<file path="config.mk">
export PLATFORM = sky130hd
export DESIGN_NAME = univ_shift_reg
export DESIGN_NICKNAME = d
export VERILOG_FILES = /design/src/rtl/univ_shift_reg.sv
export SDC_FILE = /design/constraint.sdc
export NUM_CORES = 1
export LEC_CHECK = 0
export CORE_AREA = 4 4 41 43
export DETAILED_ROUTE_END_ITERATION = 7
export DIE_AREA = 0 0 45 47
export PLACE_DENSITY_LB_ADDON = 0.25
export RECOVER_POWER = 25
export SETUP_SLACK_MARGIN = 0.2
export SLEW_MARGIN = 20
export SYNTH_ARGS = -nofsm -noshare
export SYNTH_HDL_FRONTEND = slang
export SYNTH_SLANG_ARGS = --single-unit
</file>
<file path="constraint.sdc">
create_clock -name clk -period 2.9 [get_ports clk]
set_clock_uncertainty 0.15 [all_clocks]
set_input_delay 0.29 -clock clk [delete_from_list [all_inputs] [get_ports clk]]
set_output_delay 0.29 -clock clk [all_outputs]
set_load 0.005 [all_outputs]
</file>
<file path="src/rtl/univ_shift_reg.sv">
// Universal shift register.
// Supports hold, shift right, shift left and parallel load, with optional
// rotation and a saturating count of shifts since the last load or reset.
// Q, cnt and empty are all registered. sout_r and sout_l are taps on Q only.
module univ_shift_reg #(
    parameter int               WIDTH     = 4,
    parameter logic [WIDTH-1:0] RESET_VAL = '0
) (
    input  logic                         clk,
    input  logic                         rst,
    input  logic                         en,
    input  logic [1:0]                   mode,
    input  logic                         rot,
    input  logic                         sin_r,
    input  logic                         sin_l,
    input  logic [WIDTH-1:0]             D,
    output logic [WIDTH-1:0]             Q,
    output logic                         sout_r,
    output logic                         sout_l,
    output logic [$clog2(WIDTH+1)-1:0]   cnt,
    output logic                         empty
);

    localparam int             CW      = $clog2(WIDTH + 1);
    localparam logic [CW-1:0]  CNT_MAX = CW'(WIDTH);

    localparam logic [1:0] MODE_HOLD = 2'b00;
    localparam logic [1:0] MODE_SHR  = 2'b01;
    localparam logic [1:0] MODE_SHL  = 2'b10;
    localparam logic [1:0] MODE_LOAD = 2'b11;

    logic [WIDTH-1:0] q_reg;
    logic [WIDTH-1:0] q_next;
    logic [CW-1:0]    cnt_reg;
    logic [CW-1:0]    cnt_next;
    logic             empty_reg;
    logic             empty_next;

    // Candidate next values for each shift direction.
    logic [WIDTH-1:0] shr_val;
    logic [WIDTH-1:0] shl_val;

    // Build the shift networks bit by bit.
    // In each direction, the end bit takes the serial input, or the wrapped-around
    // bit when rotating.
    generate
        for (genvar gi = 0; gi < WIDTH; gi++) begin : g_shift
            if (gi == WIDTH - 1) begin : g_shr_top
                assign shr_val[gi] = rot ? q_reg[0] : sin_r;
            end else begin : g_shr_mid
                assign shr_val[gi] = q_reg[gi + 1];
            end
            if (gi == 0) begin : g_shl_bot
                assign shl_val[gi] = rot ? q_reg[WIDTH-1] : sin_l;
            end else begin : g_shl_mid
                assign shl_val[gi] = q_reg[gi - 1];
            end
        end
    endgenerate

    // Select the next state.
    // Every shift advances the count, which saturates at WIDTH. empty is raised
    // on the edge at which the count reaches WIDTH.
    always_comb begin
        q_next     = q_reg;
        cnt_next   = cnt_reg;
        empty_next = empty_reg;
        if (en) begin
            case (mode)
                MODE_SHR, MODE_SHL: begin
                    q_next     = (mode == MODE_SHR) ? shr_val : shl_val;
                    cnt_next   = (cnt_reg == CNT_MAX) ? CNT_MAX : cnt_reg + 1'b1;
                    empty_next = (cnt_next == CNT_MAX);
                end
                MODE_LOAD: begin
                    q_next     = D;
                    cnt_next   = '0;
                    empty_next = 1'b0;
                end
                MODE_HOLD: begin
                    q_next = q_reg;
                end
                default: begin
                    q_next = q_reg;
                end
            endcase
        end
    end

    // State registers. Reset takes priority over every other operation.
    always_ff @(posedge clk) begin
        if (rst) begin
            q_reg     <= RESET_VAL;
            cnt_reg   <= '0;
            empty_reg <= 1'b1;
        end else begin
            q_reg     <= q_next;
            cnt_reg   <= cnt_next;
            empty_reg <= empty_next;
        end
    end

    assign Q      = q_reg;
    assign cnt    = cnt_reg;
    assign empty  = empty_reg;
    assign sout_r = q_reg[0];
    assign sout_l = q_reg[WIDTH-1];

endmodule

</file>
Word level (Yosys, flattened, before mapping)
Cells that the tools add are included.
{"block": "classes", "bitwise": 1, "n_mux": 7, "n_addsub": 1, "eq_ne": 5, "n_reduce_logical": 5}
{"cell": "$pmux 4 s2", "n": 1}
{"cell": "$eq 3x3->1 const B", "n": 2}
{"cell": "$pmux 3 s2", "n": 1}
{"cell": "$eq 2x2->1 const B", "n": 2}
{"cell": "$mux 4", "n": 1}
{"cell": "$reduce_and 2->1", "n": 2}
{"cell": "$add 3x1->3 const B", "n": 1}
{"cell": "$mux 3", "n": 1}
{"cell": "$eq 2x1->1 const B", "n": 1}
{"cell": "$logic_not 2->1", "n": 1}
{"cell": "$mux 1", "n": 2}
{"cell": "$pmux 1 s2", "n": 1}
{"cell": "$reduce_bool 2->1", "n": 1}
{"cell": "$reduce_or 2->1", "n": 1}
{"cell": "$not 1->1", "n": 1}
{"block": "word_totals", "elab_cells": 22, "inputBits": 12, "ff_bits": 8, "output_inout_bits": 10}

Depth between registers and ports, before layout
{"block": "logic_depth", "ltp_word": 4, "mapped_depth": 5}

Worst setup path after synthesis
No wires, ideal clock.
{"block": "synth_path", "path_type": "input-to-reg", "from": "in mode[0]", "to": "reg q_reg[3], in the netlist Q[3]", "setup_ns": 0.128, "path_stages": 4, "slack_ns": 1.661, "arrival_ns": 0.961, "cell_sequence": "buf_2 -> mux2_2 -> o22ai_1 -> nor3_1"}
{"block": "synth_via", "elab_chain_cells": 3, "elab_cells_between_ends": 9}
{"item": "start: declaration", "line_no": "12", "text": "input logic [1:0] mode,"}
{"item": "$eq 2x1->1 (tied with other cells)", "line_no": "69, 71"}
{"item": "$mux 4 (tied with other cells)", "line_no": "71", "text": "q_next = (mode == MODE_SHR) ? shr_val : shl_val;"}
{"item": "$pmux 4 s2 or $reduce_and 2->1 (tied branches)"}
{"item": "end signal: assignment", "line_no": "97", "text": "q_reg <= q_next;"}
{"item": "end: declaration", "line_no": "32", "text": "logic [WIDTH-1:0] q_reg;"}
Several ways; a longest one is shown, not always the timed one.
A chain may end at the register's enable or synchronous reset.

Final worst setup path
Ends and elaborated chain as after synthesis.

==> out/metrics.cfg <==
[critical_path]
worstPathMaxFanout = 9
cp.arrival_ns = 1.61
cp-end-kind = flop
cp_data_required_time_ns = 2.88
setup.worst_path.class = in -> reg
critPathLaunchType = input port

[drt]
first_pass_iters = 4
vias_per_cell = 5.34
ant_nets = 0
drc_errors = 0
vias = 465
wl_per_cell_um = 12.6
first_iter_violations = 13
wl_um = 1100

[timing]
rsz0062_at_grt = no
final_max_slew_viol_count = 0
post-route-period-util = 0.565
setup_tns_ns = 0
setup_viol = 0
fin_crit_ns = 1.64
max-slew-margin-rel = 0.692
hold_violations = 0
tightest_slew_ns = 0.457
timing.fmax_ghz = 0.611
finalWorstSetupSlack_ns = 1.26

[placement]
place_inst = 84
io_buffers = 21
hpwl_um = 844
pre_cts_ws_ns = 1.08
gp_congestion = 0.778

[synth]
async_flop_share = 0
synth.most_common_cell = dfxtp_1
ys.flop_type = dfxtp_1
synth_top_area_frac = 0.349
syn_avg_cell_area_um2 = 8.66
yosysTopAreaCell = dfxtp_1
ys_seq_area_frac = 0.349
synthCells = 53
ys_seq_elements = 8
synth_edf_count = 0
yosys_warnings = 0
synth_top_cells_by_area = dfxtp_1, mux2_2, ha_1
synth_common_cells = dfxtp_1, nand2_1, a21oi_1, mux2_2
synth_cell_types = 26
syn_nets = 67
syn_area_um2 = 459

[floorplan]
die_h_um = 47
core_mm2 = 0.00130
io_pins = 22
initial_core_util = 0.353
dieArea_mm2 = 0.00212
core.rowCount = 13
die_w_um = 45

[clock_network]
holdBufCountCts = 0
cts_root_buf = clkbuf_4
clock-sinks = 8
clk_path_buf_depth = 2
cts_setup_buffers = 0
cts_resized = 0
htree_levels = 1
cts.clk_slew.worst_paths_ns = 0.06
clkLatencyLatePin_ns = 0.25
cts_tree = built
numCtsBuffers = 3

[run]
max_cap_viol_count = 0

[power]
power.leakage_uw = 0.000244
power_per_cell_area_mw_per_mm2 = 408
worst_ir_drop_vdd_mv = 0.228

[layout]
final_net_count = 88
drive_gt1_frac = 0.111
layout.cells.non_filler = 87
largest_register_ffs = 4
area_growth_pct = 48.5
n_antenna_cell = 0
finish.utilization = 0.524
nFillCells = 138

[global_routing]
grt-ovfl-total = 0
antenna_found_initial = 0
grt_max_degree = 10
grt_pass1_vias = 430
grtUsageTotal = 0.125
grt_pass1_wl_um = 1810

[status]
status = complete, no violations

[hold_path]
hold_class = reg -> reg

-- per-layer routing --
metal  share of wire  wire length (um)  track usage  vias up
li1                -                 -            -      235
met1            0.44               479        0.149      209
met2            0.47               515        0.184       16
met3           0.060                66       0.0383        5
met4           0.034                37        0.105        0
met5               0                 0            0        -
-- through the flow --
stage | hold slack, ns | power, uW | cell area, um2
floorplan | 0.321 | 161 | 459
global placement | 0.323 | 197 | 659
detailed placement | 0.317 | 196 | 659
CTS | 0.336 | 282 | 682
global route | 0.360 | 293 | 682
finish | 0.327 | 278 | 682
-- critical path, stage by stage --
cell,delay [ns]
dlygate4sd3_1,0.73
mux2_2,0.38
o22ai_1,0.14
nor3_1,0.07
-- cell families after synthesis --
kind of cell,synth area share
flops,0.349
xor+xnor,0.0191
fa+ha+maj,0.0545
mux,0.120
compound gates,0.215
simple gates,0.163
buf+inv,0.0790
-- path summary, 6_finish.rpt --
check,startpoint,endpoint,slack [ns],depth (start not counted)
max,mode[0],Q[3]$_SDFFE_PP0P_,1.26,4
min,empty$_SDFFE_PP1P_,empty$_SDFFE_PP1P_,0.33,2
min reg2reg,empty$_SDFFE_PP1P_,empty$_SDFFE_PP1P_,0.33,2
max reg2reg,cnt[0]$_SDFFE_PP0P_,empty$_SDFFE_PP1P_,1.58,5
-- cells in the final DEF, fill, tap and decap left out --
master | synthesis | layout
mux2i_1 | 1 | 1
ha_1 | 2 | 2
nand2_1 | 5 | 5
a311oi_1 | 1 | 1
clkdlybuf4s50_1 | 0 | 18
xor2_1 | 1 | 1
o21a_2 | 1 | 1
o32ai_1 | 1 | 1
a211oi_1 | 1 | 1
nand4_1 | 2 | 2
mux2_2 | 4 | 4
a21oi_1 | 4 | 4
inv_1 | 2 | 2
nor3_1 | 3 | 3
dlygate4sd3_1 | 0 | 3
o2111ai_1 | 1 | 1
nand3b_1 | 2 | 2
clkbuf_4 | 0 | 3
nor2_1 | 2 | 2
o22ai_1 | 3 | 3
o21a_1 | 1 | 1
o21ai_0 | 1 | 2
nor2b_1 | 1 | 1
dfxtp_1 | 8 | 8
-- area by class of cell --
| type | instances | area [um2] | area share |
|---|---|---|---|
| clock buffer | 3 | 22.5 | 0.0330 |
| timing repair buffer | 21 | 210 | 0.308 |
| tap | 15 | 18.8 | 0.0275 |
| inverter | 2 | 7.51 | 0.0110 |
| multi-input combinational | 38 | 263 | 0.385 |
| sequential | 8 | 160 | 0.235 |
-- where the power goes --
part           switching (uW)  internal [uW]
sequential               7.24            117
combinational            25.5           42.9
clock                    37.7           47.3
total                    70.5            207
Note: power is estimated with default switching activity, not from simulation.
